### src/rtl/mcycle_unit.sv
// Iterative shift-add multiplier / restoring divider, one step per cycle.
// Define MCYCLE_FAST_ZERO_EN to finish zero-operand / divide-by-zero ops at the Start edge.
module mcycle_unit #(
    parameter int WIDTH = 32
) (
    input  logic             CLK,
    input  logic             RESET,
    input  logic             Start,
    input  logic [1:0]       MCycleOp,
    input  logic [WIDTH-1:0] Operand1,
    input  logic [WIDTH-1:0] Operand2,
    output logic [WIDTH-1:0] Result1,
    output logic [WIDTH-1:0] Result2,
    output logic             Busy
);
    localparam int CW = $clog2(WIDTH);
    localparam logic [CW-1:0] CNT_LAST = CW'(WIDTH - 1);

    typedef enum logic {IDLE, COMPUTING} state_t;
    state_t state, state_nxt;

    logic [CW-1:0]    count;
    logic [WIDTH-1:0] hi, lo, dvsr, dvd;
    logic             is_div, neg_q, neg_r, dz;

    logic             start_ok, last, fast;
    logic             a_neg, b_neg;
    logic [WIDTH-1:0] a_mag, b_mag;

    assign start_ok = (state == IDLE) && Start;
    assign last     = (state == COMPUTING) && (count == CNT_LAST);
    assign a_neg    = MCycleOp[1] & Operand1[WIDTH-1];
    assign b_neg    = MCycleOp[1] & Operand2[WIDTH-1];
    assign a_mag    = a_neg ? -Operand1 : Operand1;
    assign b_mag    = b_neg ? -Operand2 : Operand2;

`ifdef MCYCLE_FAST_ZERO_EN
    assign fast = MCycleOp[0] ? (Operand2 == '0)
                              : ((Operand1 == '0) || (Operand2 == '0));
`else
    assign fast = 1'b0;
`endif

    // Multiply: hi:lo holds partial product with the multiplier shifting out of lo.
    logic [WIDTH:0]   sum;
    logic [WIDTH-1:0] mul_hi, mul_lo;
    assign sum    = {1'b0, hi} + (lo[0] ? {1'b0, dvsr} : '0);
    assign mul_hi = sum[WIDTH:1];
    assign mul_lo = {sum[0], lo[WIDTH-1:1]};

    // Divide: hi is the partial remainder, lo shifts dividend out and quotient in.
    logic [WIDTH:0]   rsh, diff;
    logic             fits;
    logic [WIDTH-1:0] div_hi, div_lo;
    assign rsh    = {hi, lo[WIDTH-1]};
    assign diff   = rsh - {1'b0, dvsr};
    assign fits   = ~diff[WIDTH];
    assign div_hi = fits ? diff[WIDTH-1:0] : rsh[WIDTH-1:0];
    assign div_lo = {lo[WIDTH-2:0], fits};

    logic [WIDTH-1:0]   nxt_hi, nxt_lo, q_s, r_s, res1_fin, res2_fin;
    logic [2*WIDTH-1:0] prod, prod_s;
    assign nxt_hi = is_div ? div_hi : mul_hi;
    assign nxt_lo = is_div ? div_lo : mul_lo;
    assign prod   = {nxt_hi, nxt_lo};
    assign prod_s = neg_q ? -prod : prod;
    assign q_s    = neg_q ? -nxt_lo : nxt_lo;
    assign r_s    = neg_r ? -nxt_hi : nxt_hi;

    always_comb begin
        res1_fin = prod_s[WIDTH-1:0];
        res2_fin = prod_s[2*WIDTH-1:WIDTH];
        if (is_div) begin
            res1_fin = dz ? '1  : q_s;
            res2_fin = dz ? dvd : r_s;
        end
    end

    always_ff @(posedge CLK or posedge RESET) begin
        if (RESET) state <= IDLE;
        else       state <= state_nxt;
    end

    always_comb begin
        state_nxt = state;
        Busy      = 1'b0;
        unique case (state)
            IDLE: begin
                Busy = Start;
                if (Start && !fast) state_nxt = COMPUTING;
            end
            COMPUTING: begin
                Busy = 1'b1;
                if (count == CNT_LAST) state_nxt = IDLE;
            end
        endcase
        if (RESET) Busy = 1'b0;
    end

    always_ff @(posedge CLK or posedge RESET) begin
        if (RESET) begin
            count   <= '0;
            hi      <= '0;
            lo      <= '0;
            dvsr    <= '0;
            dvd     <= '0;
            is_div  <= 1'b0;
            neg_q   <= 1'b0;
            neg_r   <= 1'b0;
            dz      <= 1'b0;
            Result1 <= '0;
            Result2 <= '0;
        end else if (start_ok) begin
            count  <= '0;
            hi     <= '0;
            lo     <= MCycleOp[0] ? a_mag : b_mag;
            dvsr   <= MCycleOp[0] ? b_mag : a_mag;
            dvd    <= Operand1;
            is_div <= MCycleOp[0];
            neg_q  <= a_neg ^ b_neg;
            neg_r  <= a_neg;
            dz     <= MCycleOp[0] && (Operand2 == '0);
            if (fast) begin
                Result1 <= MCycleOp[0] ? '1 : '0;
                Result2 <= MCycleOp[0] ? Operand1 : '0;
            end
        end else if (state == COMPUTING) begin
            hi <= nxt_hi;
            lo <= nxt_lo;
            if (last) begin
                count   <= '0;
                Result1 <= res1_fin;
                Result2 <= res2_fin;
            end else begin
                count <= count + CW'(1);
            end
        end
    end
endmodule

### config.mk
export PLATFORM = sky130hd
export DESIGN_NAME = mcycle_unit
export DESIGN_NICKNAME = d
export VERILOG_FILES = /design/src/rtl/mcycle_unit.sv
export SDC_FILE = /design/constraint.sdc
export NUM_CORES = 1
export LEC_CHECK = 0
export BUFFER_PORTS_ARGS = -buffer_cell sky130_fd_sc_hd__buf_2
export CAP_MARGIN = 20
export CORE_ASPECT_RATIO = 1.25
export CORE_MARGIN = 4
export CORE_UTILIZATION = 35
export DETAILED_ROUTE_END_ITERATION = 6
export GPL_TIMING_DRIVEN = 0
export HOLD_SLACK_MARGIN = 0.05
export PLACE_DENSITY = 0.48
export SLEW_MARGIN = 25
export SYNTH_ARGS = -nofsm -noshare
export SYNTH_HDL_FRONTEND = slang
export SYNTH_SLANG_ARGS = --single-unit
### constraint.sdc
create_clock -name CLK -period 16.6 [get_ports CLK]
set_input_delay 0.83 -clock CLK [delete_from_list [all_inputs] [get_ports CLK]]
set_output_delay 0.83 -clock CLK [all_outputs]
set_load 0.005 [all_outputs]
==> reports/summary.txt, run 1 <==
======================================================================================
TritonCTS clock tree                                                             built
Slew HR                                                                          0.210
Vias in the first global route                                                   18795
Setup repair after global routing missed its margin                                 no
Period utilization                                                               0.499
Leading cell types in the layout, fill and taps excluded                  252 x nand2_1, 206 x nor2_1, 202 x dfrtp_1
R2r endpoint                                                              Result2[2]$_DFFE_PP0P_
Post-synthesis cell count                                                         2273
Routability congestion estimate                                                  0.975
Global-route usage over all layers                                               0.326
Count of TritonRoute iterations in the first routing pass                            5
Max-Cap Viols                                                                        0
Finish-stage setup viols                                                             0
Most common cell after layout, fill and taps aside                             nand2_1
Number of synthesis warnings                                                         0
Fillcell total                                                                    5358
Initial cell density of the core                                                 0.356
Fraction of layout instances using a drive strength above 1                      0.133
Number of nets at the end of the flow                                             2576
Peak clock frequency supported by timing                                     0.121 GHz
Max stage delay cell, worst path                                              a21boi_0
Flip-flop and latch area                                                     5050 um^2
Root Buffer Master                                                           clkbuf_16
Clock slew at the register clock pins of the worst setup and hold paths          70 ps
Final routed DRC violation total                                                     0
Synthesized netlist net count                                                     2414
Die span in y                                                                   262 um
PnR worst setup slack                                                          8320 ps
H-tree levels                                                                        1
Antenna violations before repair                                                     1
Die Footprint                                                               55500 um^2
Hold buffer count at cts                                                             0
Crit path capture type                                                        register
Total I/O pin count                                                                134
Worst hold-check path type                                                input port to asynchronous set/reset pin
Routed wire length per instance                                                30.1 um
Pin count of the biggest net entering global routing                                87
Most common flop cell mapped by yosys                                          dfrtp_1
Maximum clock insertion buffer count                                                 3
Final critical path time including I/O delays and setup                        8280 ps
Critical path's top delay family                                          simple AND/OR/NAND/NOR gates
Max Clock Skew                                                                 40.2 ps
Kind of launch point of the worst setup path                                  register
Number of gates resized after CTS                                                    0
Number of enable flip-flop cells after synthesis                                     0
Number of placement rows                                                            92
CP Max Fanout                                                                        7
Final HPWL from detailed placement                                            76500 um
Sequential fraction of the synthesis area                                        0.279
Via Count                                                                        19033
Wire length of the first global-routing pass                                 134000 um
Horiz. Die Dim                                                                  211 um
Number of distinct library cells after synthesis                                   111
Post-CTS repair timing setup buffer count                                            0
Worst setup path class                                                    register to register
Total count of hold-check failures in the final report                               0
Dpl ws                                                                         8490 ps
Ys async rst share                                                                1.00
Synth Register Bits                                                                202
Worst path max stage delay                                                      840 ps
Area of the core region                                                     50900 um^2
Max-slew violation count                                                             0
Area of combinational cells with multiple inputs                            12200 um^2
Final ANT Viol Nets                                                                  0
RR Startpoint                                                             hi[27]$_DFFE_PP0P_
GRT overflow                                                                         0
Port bufs                                                                          132
Final wirelength                                                              93900 um
Area Overhead vs Synth                                                           13.9%
Transition at the pin with the smallest max-transition slack                   1180 ps
Clock latency reported for the late side of the worst-skew pair                 580 ps
Number of DRC violations after detailed-routing iteration 0                       1608
Vias per cell                                                                     6.11
Buffers and inverters on the worst path                                              1
Average footprint of a synthesized cell                                      7.97 um^2
Critical Path RT                                                              17040 ps
Data arrival time of the critical path                                         8710 ps
Crit path cell chain                                                      ha_1, nand4_1, nor4_1, o21a_2, o21ai_4, nand3_2, a21boi_0, ha_1, o21ai_1, or4b_1, or4b_1, or3_1, or3_1, buf_2, nor2_1, a21oi_1, xnor2_1, nor2_1, a21oi_1, o21ai_0
Number of sinks on the clock net                                                   202
Register-to-register setup slack                                               8320 ps
Number of clock buffers inserted by TritonCTS                                       25
Status                                                                       completed
Hold Worst Slack                                                                395 ps
Final total negative setup slack                                                  0 ps
Total standard cell area after synthesis                                    18100 um^2
Worst R2R Path Depth                                                                20
Total number of cells along the worst setup path                                    20
======================================================================================
## worst max path at each step
stage	startpoint	end	slack, ps
floorplan	RESET	Result1[0]$_DFFE_PP0P_	10260
global placement	RESET	Result2[16]$_DFFE_PP0P_	7350
detailed placement	lo[31]$_DFFE_PP0P_	Result2[2]$_DFFE_PP0P_	8490
CTS	lo[31]$_DFFE_PP0P_	Result2[2]$_DFFE_PP0P_	8530
global route	lo[31]$_DFFE_PP0P_	Result2[2]$_DFFE_PP0P_	8210
finish	hi[27]$_DFFE_PP0P_	Result2[2]$_DFFE_PP0P_	8320
## final cells by class
type / count / area share
Sequential cell: 202 / 0.245
Tap cell: 658 / 0.0399
Clock buffer: 30 / 0.0327
Inverter: 74 / 0.0138
Timing Repair Buffer: 135 / 0.0351
Buffer: 138 / 0.0295
Antenna cell: 2 / 0.000243
Clock inverter: 16 / 0.0127
Multi-Input combinational cell: 1859 / 0.591
## registers in the layout (all words and copies together) (netlist names)
| name | count |
|---|---|
| count | 5 |
| dvd | 32 |
| neg_q | 1 |
| dz | 1 |
| lo | 32 |
| Result1 | 32 |
| state | 1 |
| neg_r | 1 |
| is_div | 1 |
| Result2 | 32 |
| hi | 32 |
| dvsr | 32 |
## per-stage QoR
| step | cells | utilization | instance area, um^2 |
|---|---|---|---|
| floorplan | 2273 | - | 18100 |
| global placement | 3063 | 0.385 | 19600 |
| detailed placement | 3066 | 0.387 | 19700 |
| CTS | 3112 | 0.405 | 20600 |
| global route | 3112 | 0.405 | 20600 |
| finish | 3114 | 0.406 | 20600 |
## cell usage after synthesis, types with 16 or more instances
cell type / number / area share
nand3_1: 44 / 0.012
o211ai_1: 31 / 0.013
nand4_1: 18 / 0.0062
ha_1: 70 / 0.048
nor3_1: 63 / 0.017
a31oi_1: 35 / 0.012
a211oi_1: 42 / 0.017
mux2i_1: 53 / 0.029
dfrtp_1: 202 / 0.28
a21o_1: 24 / 0.0099
nor4_1: 19 / 0.0066
inv_1: 69 / 0.014
o21ai_0: 183 / 0.051
buf_2: 20 / 0.0055
nor2_1: 206 / 0.043
xnor2_1: 113 / 0.055
a21oi_1: 194 / 0.054
o41ai_1: 16 / 0.0077
o31ai_1: 33 / 0.014
clkbuf_1: 93 / 0.019
nand2_1: 252 / 0.052
and2_1: 51 / 0.018
mux2_2: 33 / 0.021
xor2_1: 58 / 0.028
## kinds of logic (layout without fill, tap and decap cells)
group | Yosys count | after routing | synth area share
buffers and inverters | 212 | 393 | 0.0487
DFF | 202 | 202 | 0.279
other | 0 | 2 | 0
and+or+nand+nor | 772 | 772 | 0.208
xor gates and xnor gates | 171 | 171 | 0.0827
adders and majority gates | 72 | 72 | 0.0506
AOI/OAI and AO/OA | 757 | 757 | 0.281
muxes | 87 | 87 | 0.0506
## per-layer routing
layer  global-route usage  vias to the layer above  part of all wire
met3               0.0358                      252             0.055
met2                0.553                      828              0.48
met1                0.395                     9281              0.39
li1                     -                     8672                 -
met4                0.195                        0             0.077
met5                    0                        -                 0
Power of run 1 is left out: the tool's default activity adds up to more than one toggle a clock period on the data nets, which glitch-free logic cannot reach.
==> inputs of run 2 (changes only) <==
--- a/config.mk
+++ b/config.mk
@@ -13,7 +13,7 @@
 export DETAILED_ROUTE_END_ITERATION = 6
 export GPL_TIMING_DRIVEN = 0
 export HOLD_SLACK_MARGIN = 0.05
-export PLACE_DENSITY = 0.48
+export PLACE_DENSITY = 0.5
 export SLEW_MARGIN = 25
 export SYNTH_ARGS = -nofsm -noshare
 export SYNTH_HDL_FRONTEND = slang
==> constraint.sdc (replaced) <==
create_clock -name CLK -period 7.6 [get_ports CLK]
set_input_delay 0.38 -clock CLK [delete_from_list [all_inputs] [get_ports CLK]]
set_output_delay 0.38 -clock CLK [all_outputs]
set_load 0.005 [all_outputs]
==> run 2 against run 1 <==
Clock skew shrank 12 ps. Register-to-register slack got worse by 8100 ps. Worst hold slack worse by 300 ps. Cell area down 0.23%. Highest routed layer unchanged. Die area did not move. Sequential share of layout area is 0.057 points higher. Critical endpoint is now Result2[0]$_DFFE_PP0P_.
==> reports/summary.txt, run 2 (same netlist as run 1, synthesis figures left out) <==
======================================================================================
Fraction of layout instances using a drive strength above 1                      0.134
Dpl ws                                                                         -434 ps
Final HPWL from detailed placement                                            75600 um
Pin count of the biggest net entering global routing                                85
Area Overhead vs Synth                                                           13.6%
Fillcell total                                                                    5325
Number of clock buffers inserted by TritonCTS                                       25
Number of nets at the end of the flow                                             2577
PnR worst setup slack                                                           195 ps
Area of combinational cells with multiple inputs                            12200 um^2
GR Layer Usage met3                                                             0.0362
Vias in the first global route                                                   18670
Total count of hold-check failures in the final report                               0
Die Footprint                                                               55500 um^2
Data arrival time of the critical path                                         7820 ps
Most Used Layer, Global Route                                                     met2
Post-CTS repair timing setup buffer count                                            0
Final ANT Viol Nets                                                                  0
Clock latency reported for the late side of the worst-skew pair                 570 ps
Max-Cap Viols                                                                        0
Wire length of the first global-routing pass                                 132000 um
Global-route usage over all layers                                               0.322
Number of placement rows                                                            92
CP Max Fanout                                                                       10
Leading cell types in the layout, fill and taps excluded                  252 x nand2_1, 205 x nor2_1, 202 x dfrtp_1
Routed wire length per instance                                                29.8 um
Final standard cell area without fillers                                    20600 um^2
Critical Path RT                                                               8020 ps
Final routed DRC violation total                                                     0
Clock slew at the register clock pins of the worst setup and hold paths          60 ps
TritonCTS clock tree                                                             built
Min-Delay Startpoint                                                      Operand1[20]
Finish-stage setup viols                                                             0
Via Count                                                                        18907
Status                                                                       completed
Peak clock frequency supported by timing                                     0.135 GHz
Met2 Track Usage GR                                                              0.535
Initial cell density of the core                                                 0.356
Period utilization                                                               0.974
Transition at the pin with the smallest max-transition slack                   1110 ps
Final critical path time including I/O delays and setup                        7400 ps
Count of inserted antenna diode cells                                                0
Area of the core region                                                     50900 um^2
Placed instance area                                                        19700 um^2
Count of TritonRoute iterations in the first routing pass                            5
Final std cells w/o fill                                                          3110
Port bufs                                                                          132
Final wirelength                                                              92700 um
GRT overflow                                                                         0
Kind of launch point of the worst setup path                                  register
Vias per cell                                                                     6.08
Maximum clock insertion buffer count                                                 3
Horiz. Die Dim                                                                  211 um
Worst setup path class                                                    register to register
Number of sinks on the clock net                                                   202
Root Buffer Master                                                           clkbuf_16
Origin of the worst setup path                                            lo[31]$_DFFE_PP0P_
Number of instances in the placed design                                          3066
Setup repair after global routing missed its margin                                 no
RR Startpoint                                                             lo[31]$_DFFE_PP0P_
Most common cell after layout, fill and taps aside                             nand2_1
Routability congestion estimate                                                   1.02
Die span in y                                                                   262 um
Crit path capture type                                                        register
Hold Worst Slack                                                               97.6 ps
Antenna violations before repair                                                     1
Flip-flop and latch area                                                     5050 um^2
Number of DRC violations after detailed-routing iteration 0                       1529
Worst hold-check path type                                                input port to register
Slew HR                                                                          0.263
Grt met1 use                                                                     0.390
Max-slew violation count                                                             0
H-tree levels                                                                        1
Max Clock Skew                                                                 28.5 ps
Total I/O pin count                                                                134
======================================================================================
==> run 2: changes by cell type in the layout (fill, tap and decap cells not counted), moves of 2 or more <==
cell and delta:
bufinv_16 -4, diode_2 -2, o31ai_1 -2, o31ai_2 +2
==> run 2: worst max-delay path, stage by stage, from the launching register on <==
cell and delay, ps:
dfrtp_1 430, inv_1 230, ha_1 210, inv_1 60
fa_1 430, a211oi_2 250, o211ai_1 190, and3_1 270
o21ai_4 310, nand3_4 180, nand3_2 290, a21boi_4 390
ha_1 330, o21ai_1 130, or4b_1 580, or4b_1 540
or3_1 420, or3_1 450, buf_2 240, or2_0 220
buf_2 210, nand2_1 160, xor2_1 160, nor2_1 50
a21oi_1 380, o21ai_0 130
==> run 2: final cells by class <==
cell class | instances | area share
plain buffers | 138 | 0.0296
clock buffers | 32 | 0.0336
clock inverters | 11 | 0.00656
inverters | 74 | 0.0139
multi-input cells | 1859 | 0.595
flip-flops and latches | 202 | 0.246
well taps | 658 | 0.0400
repair buffers | 136 | 0.0358
==> run 2: metal layers <==
| metal | up-vias | wire (um) | part of all wire |
|---|---|---|---|
| li1 | 8672 | - | - |
| met1 | 9228 | 36400 | 0.39 |
| met2 | 741 | 43500 | 0.47 |
| met3 | 266 | 4750 | 0.051 |
| met4 | 0 | 8050 | 0.087 |
| met5 | - | 0 | 0 |
==> run 2: path summary, 6_finish.rpt <==
path / slack (ps) / endpoint / depth (start not counted)
worst max register to register: 200 / Result2[0]$_DFFE_PP0P_ / 25
min in group asynchronous: 380 / dvsr[6]$_DFFE_PP0P_ / 3
worst max-delay path: 200 / Result2[0]$_DFFE_PP0P_ / 25
worst min-delay path: 100 / dvd[20]$_DFFE_PP0P_ / 2
max in group asynchronous: 6020 / Result2[12]$_DFFE_PP0P_ / 5
worst min register to register: 470 / Result2[0]$_DFFE_PP0P_ / 2
==> run 2: repair_timing <==
action,in CTS,in global routing
hold buffers,1,0
endpoints found under the setup margin,13,10
endpoints found under the hold margin,46,0
gates resized for setup,2,6
==> run 2: per-stage QoR <==
stage,util,setup TNS [ps]
after floorplan,-,0
after global placement,0.385,-215840
after detailed placement,0.387,-2580
after CTS,0.404,0
after global routing,0.405,0
final,0.405,0
Power of run 2 is left out for the same reason.
